File: config.mk
export PLATFORM = sky130hd
export DESIGN_NAME = sema_seq_ctrl_flat
export DESIGN_NICKNAME = d
export VERILOG_FILES = /design/src/rtl/sema_seq_ctrl_if.sv /design/src/rtl/sema_seq_ctrl.sv /design/src/flat_wrapper.sv
export SDC_FILE = /design/constraint.sdc
export NUM_CORES = 1
export LEC_CHECK = 0
export ABC_AREA = 1
export ABC_CLOCK_PERIOD_IN_PS = 1500
export CAP_MARGIN = 20
export CORE_ASPECT_RATIO = 1.25
export CORE_MARGIN = 3
export CORE_UTILIZATION = 50
export DETAILED_ROUTE_END_ITERATION = 16
export HOLD_SLACK_MARGIN = 0.08
export PLACE_DENSITY = 0.72
export REMOVE_ABC_BUFFERS = 1
export SYNTH_ARGS = -nofsm -noshare
export SYNTH_HDL_FRONTEND = slang
export SYNTH_SLANG_ARGS = --single-unit
File: constraint.sdc
create_clock -name clk -period 1.5 [get_ports clk]
set_input_delay 0.45 -clock clk [delete_from_list [all_inputs] [get_ports clk]]
set_output_delay 0.45 -clock clk [all_outputs]
set_load 0.005 [all_outputs]
File: src/rtl/sema_seq_ctrl_if.sv
// Signal bundle between the semaphore sequencer and its environment: raw requests
// and decoder results in, registered state/requests/lamps out.
interface sema_seq_ctrl_if;
    logic       p_btn;
    logic       w_sens;
    logic       s_sens;
    logic [3:0] next_st;
    logic [2:0] w_gyr_in;
    logic [2:0] s_gyr_in;
    logic [1:0] p_gr_in;

    logic [3:0] curr_st;
    logic       p_req;
    logic       w_req;
    logic       s_req;
    logic [2:0] w_gyr;
    logic [2:0] s_gyr;
    logic [1:0] p_gr;
    logic       step;

    modport master (
        output p_btn, w_sens, s_sens, next_st, w_gyr_in, s_gyr_in, p_gr_in,
        input  curr_st, p_req, w_req, s_req, w_gyr, s_gyr, p_gr, step
    );

    modport slave (
        input  p_btn, w_sens, s_sens, next_st, w_gyr_in, s_gyr_in, p_gr_in,
        output curr_st, p_req, w_req, s_req, w_gyr, s_gyr, p_gr, step
    );
endinterface

File: src/rtl/sema_seq_ctrl.sv
// Sequential half of the traffic semaphore: state/lamp registers, sticky request
// latches, tick prescaler and per-state dwell timer feeding an external decoder.
module sema_seq_ctrl #(
    parameter int unsigned TICK_DIV     = 50_000_000,
    parameter int unsigned GREEN_TICKS  = 10,
    parameter int unsigned YELLOW_TICKS = 3,
    parameter int unsigned PED_TICKS    = 8,
    parameter int unsigned BLINK_TICKS  = 1
) (
    input  logic           clk,
    input  logic           rst_n,
    sema_seq_ctrl_if.slave bus
);
    localparam int unsigned PW = $clog2(TICK_DIV);
    localparam logic [PW-1:0] PRESC_MAX = PW'(TICK_DIV - 1);

    localparam logic [7:0] DW_GREEN  = 8'(GREEN_TICKS);
    localparam logic [7:0] DW_YELLOW = 8'(YELLOW_TICKS);
    localparam logic [7:0] DW_PED    = 8'(PED_TICKS);
    localparam logic [7:0] DW_BLINK  = 8'(BLINK_TICKS);

    localparam logic [3:0] ST_W_GREEN   = 4'd0;
    localparam logic [3:0] ST_S_GREEN   = 4'd3;
    localparam logic [3:0] ST_P_GREEN_W = 4'd6;
    localparam logic [3:0] ST_P_GREEN_S = 4'd7;

    logic [PW-1:0] presc_q, presc_d;
    logic [7:0]    dwell_q, dwell_d;
    logic [3:0]    st_q, st_d;
    logic [2:0]    w_gyr_q, w_gyr_d;
    logic [2:0]    s_gyr_q, s_gyr_d;
    logic [1:0]    p_gr_q, p_gr_d;
    logic          p_req_q, p_req_d;
    logic          w_req_q, w_req_d;
    logic          s_req_q, s_req_d;
    logic          step_q, step_d;

    logic tick;
    logic expired;
    logic advance;

    function automatic logic [7:0] dwell_of(input logic [3:0] st);
        logic [7:0] d;
        case (st)
            4'd0, 4'd3:             d = DW_GREEN;
            4'd1, 4'd2, 4'd4, 4'd5: d = DW_YELLOW;
            4'd6, 4'd7:             d = DW_PED;
            default:                d = DW_BLINK;
        endcase
        return d;
    endfunction

    assign tick    = (presc_q == PRESC_MAX);
    assign expired = (dwell_q <= 8'd1);
    // A step whose target equals the current state is a no-op, so green holds
    // with the dwell parked at 1 and the attempt repeats every tick.
    assign advance = tick && expired && (bus.next_st != st_q);

    // NOTE: every variable gets a default at the top so no path leaves it unassigned (no latches).
    always_comb begin
        presc_d = tick ? '0 : presc_q + PW'(1);
        dwell_d = dwell_q;
        st_d    = st_q;
        w_gyr_d = w_gyr_q;
        s_gyr_d = s_gyr_q;
        p_gr_d  = p_gr_q;
        step_d  = advance;

        if (tick && !expired) begin
            dwell_d = dwell_q - 8'd1;
        end

        if (advance) begin
            st_d    = bus.next_st;
            w_gyr_d = bus.w_gyr_in;
            s_gyr_d = bus.s_gyr_in;
            p_gr_d  = bus.p_gr_in;
            dwell_d = dwell_of(bus.next_st);
        end

        // Set has priority over the clear taken on entry to the serving state.
        w_req_d = bus.w_sens | (w_req_q & ~(advance && bus.next_st == ST_W_GREEN));
        s_req_d = bus.s_sens | (s_req_q & ~(advance && bus.next_st == ST_S_GREEN));
        p_req_d = bus.p_btn  | (p_req_q & ~(advance && (bus.next_st == ST_P_GREEN_W ||
                                                         bus.next_st == ST_P_GREEN_S)));
    end

    // NOTE: sequential state uses non-blocking assignments; reset is sampled on the clock edge.
    always_ff @(posedge clk) begin
        if (!rst_n) begin
            presc_q <= '0;
            dwell_q <= DW_GREEN;
            st_q    <= ST_W_GREEN;
            w_gyr_q <= 3'b100;
            s_gyr_q <= 3'b001;
            p_gr_q  <= 2'b01;
            p_req_q <= 1'b0;
            w_req_q <= 1'b0;
            s_req_q <= 1'b0;
            step_q  <= 1'b0;
        end else begin
            presc_q <= presc_d;
            dwell_q <= dwell_d;
            st_q    <= st_d;
            w_gyr_q <= w_gyr_d;
            s_gyr_q <= s_gyr_d;
            p_gr_q  <= p_gr_d;
            p_req_q <= p_req_d;
            w_req_q <= w_req_d;
            s_req_q <= s_req_d;
            step_q  <= step_d;
        end
    end

    assign bus.curr_st = st_q;
    assign bus.p_req   = p_req_q;
    assign bus.w_req   = w_req_q;
    assign bus.s_req   = s_req_q;
    assign bus.w_gyr   = w_gyr_q;
    assign bus.s_gyr   = s_gyr_q;
    assign bus.p_gr    = p_gr_q;
    assign bus.step    = step_q;
endmodule

File: src/flat_wrapper.sv
// flat-port wrapper written by rule: the top's interface ports become plain ports
module sema_seq_ctrl_flat 
#(
    parameter int unsigned TICK_DIV     = 50_000_000,
    parameter int unsigned GREEN_TICKS  = 10,
    parameter int unsigned YELLOW_TICKS = 3,
    parameter int unsigned PED_TICKS    = 8,
    parameter int unsigned BLINK_TICKS  = 1
)
  (clk, rst_n, bus_p_btn, bus_w_sens, bus_s_sens, bus_next_st, bus_w_gyr_in, bus_s_gyr_in, bus_p_gr_in, bus_curr_st, bus_p_req, bus_w_req, bus_s_req, bus_w_gyr, bus_s_gyr, bus_p_gr, bus_step);
  sema_seq_ctrl_if bus_i ();
  input  logic clk;
  input  logic rst_n;
  input wire logic [$bits(bus_i.p_btn)-1:0] bus_p_btn;
  input wire logic [$bits(bus_i.w_sens)-1:0] bus_w_sens;
  input wire logic [$bits(bus_i.s_sens)-1:0] bus_s_sens;
  input wire logic [$bits(bus_i.next_st)-1:0] bus_next_st;
  input wire logic [$bits(bus_i.w_gyr_in)-1:0] bus_w_gyr_in;
  input wire logic [$bits(bus_i.s_gyr_in)-1:0] bus_s_gyr_in;
  input wire logic [$bits(bus_i.p_gr_in)-1:0] bus_p_gr_in;
  output wire logic [$bits(bus_i.curr_st)-1:0] bus_curr_st;
  output wire logic [$bits(bus_i.p_req)-1:0] bus_p_req;
  output wire logic [$bits(bus_i.w_req)-1:0] bus_w_req;
  output wire logic [$bits(bus_i.s_req)-1:0] bus_s_req;
  output wire logic [$bits(bus_i.w_gyr)-1:0] bus_w_gyr;
  output wire logic [$bits(bus_i.s_gyr)-1:0] bus_s_gyr;
  output wire logic [$bits(bus_i.p_gr)-1:0] bus_p_gr;
  output wire logic [$bits(bus_i.step)-1:0] bus_step;
  assign bus_i.p_btn = bus_p_btn;
  assign bus_i.w_sens = bus_w_sens;
  assign bus_i.s_sens = bus_s_sens;
  assign bus_i.next_st = bus_next_st;
  assign bus_i.w_gyr_in = bus_w_gyr_in;
  assign bus_i.s_gyr_in = bus_s_gyr_in;
  assign bus_i.p_gr_in = bus_p_gr_in;
  assign bus_curr_st = bus_i.curr_st;
  assign bus_p_req = bus_i.p_req;
  assign bus_w_req = bus_i.w_req;
  assign bus_s_req = bus_i.s_req;
  assign bus_w_gyr = bus_i.w_gyr;
  assign bus_s_gyr = bus_i.s_gyr;
  assign bus_p_gr = bus_i.p_gr;
  assign bus_step = bus_i.step;
  sema_seq_ctrl #(.TICK_DIV(TICK_DIV), .GREEN_TICKS(GREEN_TICKS), .YELLOW_TICKS(YELLOW_TICKS), .PED_TICKS(PED_TICKS), .BLINK_TICKS(BLINK_TICKS)) u_core (.clk(clk), .rst_n(rst_n), .bus(bus_i));
endmodule
==> summary.txt <==
GRT
  – Largest net degree at the start of global routing: 16
  – First-pass GRT wire length: 12,900 um
  – Vias in the first global route: a little under 3,000
  – Initial antenna violation count: 0
  – GRT overflow: 0
  – Tot GR Track Use: 25.6%

Detailed routing
  – Drt total wl: roughly 9700 um
  – Routed Antenna Nets: 0
  – DRT iter0 DRCs: ~240
  – Drt pass-1 iters: 4
  – WL per Instance: ~16 um
  – DR vias/cell: between 5 and 6
  – Via count: 3,224
  – DRC: 0

Synthesis
  – Ys flop type: dfxtp_1
  – Synth top area cells: dfxtp_1 (37%), nand2_1 (14%), nor2_1 (9.3%), inv_1 (6.4%), a21oi_1 (4.1%)
  – Post-synth EDFFs: 0
  – Register area share after synthesis: 36.9%
  – Gate Count Post-Synth: 394
  – Ys async rst share: 0%
  – Post-synthesis register bit count: 50
  – Leading area contributor after synthesis: dfxtp_1
  – Commonest cells post-synth: nand2_1 (101), nor2_1 (67), dfxtp_1 (50)
  – Avg Cell Area, Syn: between 6 and 7 um2
  – Count of different cell masters after synthesis: 33
  – Count leader, synth: nand2_1
  – Yosys warnings: 0
  – Synth top area share: a little under two fifths
  – Cell Area, Synth: ~0.0027 mm2

Clock network
  – Clock tree sinks: 50
  – Maximum buffer depth of the clock tree: 2
  – Worst-Skew Late Latency: about 320 ps
  – Clk slew on worst S/H paths: ~100 ps
  – CTS Hold Buffers Added: 0
  – Depth of the CTS H-tree: 2
  – CTS tree: built
  – Inserted Clock Buffers: 5
  – Root buffer cell: clkbuf_8

Finish
  – Area growth, synth to finish: 62.9%
  – Antenna diodes: 0
  – Sequential cell area: around 0.0010 mm2
  – FILL cells: approximately 280
  – Share of cells above drive strength 1: between 40% and 50%
  – Final layout net count: between 500 and 600
  – Multi-input gate area: about 0.0019 mm2
  – Final non-filler cell total: ~590

Worst setup path
  – CP Data Arrival Time: roughly 1900 ps
  – Startpoint types: register
  – Type of the worst setup path: register to register
  – CP required: ~1700 ps
  – Worst Setup End Kind: register
  – R2R cell count: 9
  – Critical path peak fanout: 3

Timing
  – RSZ-0062 raised after global routing: yes
  – Rel. slew slack: between 70 and 80%
  – Setup_tns: -3940 ps
  – Hold WS: between 400 and 500 ps
  – Final min period: between 1500 and 2000 ps
  – Achievable Freq: 0.581 GHz
  – Worst Setup Slack, final: -222 ps
  – Final setup vio count: 44
  – Max Clock Skew: 11.4 ps
  – Final hold violations: 0
  – Worst-Margin Slew: roughly 300 ps
  – Slew Viols, Final: 0
  – Final Cycle Share: 115%

Placement
  – Placer congestion estimate: 0.888
  – Number of port buffers: 32
  – DPL Wire Length: roughly 5400 um
  – Placed Cells: 550

Pwr
  – Tot Pwr: around 2.4 mW
  – Peak supply drop: roughly 0.75 mV
  – Leak pwr: just over 2 nW
  – Power per cell area: roughly 550 mW/mm2

Status
  – Failing checks: setup timing
  – Status: finished, violations left

Flow run
  – Maximum Capacitance Violations: 0

Floorplan
  – Row count: 29
  – Die Ht: around 88 um
  – Die footprint: around 0.0064 mm2
  – Core Box Area: 0.00515 mm2
  – Starting density of the core: 52.7%
  – Chip Width: 71.9 um
  – IO Count: 33

Min path
  – Hold/Removal Path Class: register to register
  – Hold Crit Depth: 2
[layout by cell type, fill, tap and decap left out, types with 2 or more instances in the layout]
cell,synthesis,routed
buf_4,0,86
nand2_1,101,79
nor2_1,67,42
inv_1,46,38
dfxtp_1,50,24
nand2_2,6,23
dfxtp_2,0,23
dlygate4sd2_1,0,18
nor2_4,3,17
nor2_2,3,14
buf_6,2,13
clkdlybuf4s50_1,0,12
nand3_1,14,11
nand4_1,11,11
a21oi_2,0,11
a21oi_1,22,11
inv_2,6,10
xor2_1,9,9
nand2_4,3,8
nor3_1,10,7
o21ai_2,1,6
o21ai_1,6,6
clkbuf_8,0,6
inv_4,0,4
nor3_4,2,4
nand3_4,1,3
xnor2_1,3,3
nand3_2,2,3
ha_4,0,3
ha_1,6,3
dfxtp_4,0,3
nand3b_1,2,2
nor2_8,2,2
clkinv_2,0,2
[timing repair]
item                       CTS  global route
cloned                       0             1
pin swaps                   28            46
setup endpoints to repair   66            50
setup buffers               18            20
gates resized for setup     92            94
[worst paths after layout]
| kind | start | endpoint | slack, ps |
|---|---|---|---|
| hold reg to reg | u_core.bus.w_gyr[1] | u_core.bus.w_gyr[1] | 460 |
| setup / recovery | u_core.presc_q[0] | u_core.dwell_q[2] | -220 |
| hold / removal | u_core.bus.w_gyr[1] | u_core.bus.w_gyr[1] | 460 |
| setup reg to reg | u_core.presc_q[0] | u_core.dwell_q[2] | -220 |
[through the flow]
step / util (%) / setup slack (ps) / instance area, um2
after floorplan: - / -351 / 2690
after global placement: 69.6 / -522 / 3580
after detailed placement: 69.6 / -597 / 3580
after CTS: 77.3 / -99.6 / 3980
after global routing: 85.8 / -275 / 4420
final: 85.8 / -222 / 4420
[worst max-delay path, cell delays in order (launching register included)]
cell and delay [ps]:
dfxtp_2 370, ha_4 160, nand3_4 100, nor2_4 180
buf_4 170, nand2_2 70, nor2_4 140, nand2_2 100
nor3_1 230, nor2_1 100
[flip-flops by register name, indices dropped and copies added (netlist names)]
name,flops
u_core.bus.s_gyr,3
u_core.bus.w_gyr,3
u_core.bus.w_req,1
u_core.bus.step,1
u_core.presc_q,26
u_core.bus.p_gr,2
u_core.dwell_q,8
u_core.bus.p_req,1
u_core.bus.s_req,1
u_core.bus.curr_st,4
[cell families (layout without fill, tap and decap cells)]
kind of cell	after synthesis	after routing	share of synthesized area [%]
fa+ha+maj	6	6	2.77
compound gates	40	40	7.98
flops	50	50	36.9
xor+xnor	12	12	3.87
buf+inv	56	193	8.34
simple gates	230	230	40.2
[power by group]
part / total (mW) / internal (mW) / switching (mW) / leakage (nW)
sequential: 1.35 / 1.34 / 0.0136 / 0.414
clock: 0.859 / 0.372 / 0.487 / 0.0472
combinational: 0.240 / 0.128 / 0.112 / 1.55
[routing by layer]
metal  wire length, um  GRT usage [%]  share of wire, %  up-vias
met4               538           10.1               5.5        0
met2              5030           49.6                52      147
li1                  -              -                 -     1520
met1              3630           27.4                37     1502
met5                 0              0                 0        -
met3               506           4.20               5.2       55
[final cells by class]
| cell class | instances | share of cell area (%) |
|---|---|---|
| multi-input combinational | 288 | 42.5 |
| clock inverter | 2 | 0.283 |
| clock buffer | 6 | 1.87 |
| sequential | 50 | 23.5 |
| inverter | 53 | 4.75 |
| tap | 62 | 1.75 |
| timing repair buffer | 132 | 25.3 |
Power figures use the tool's default switching activity.
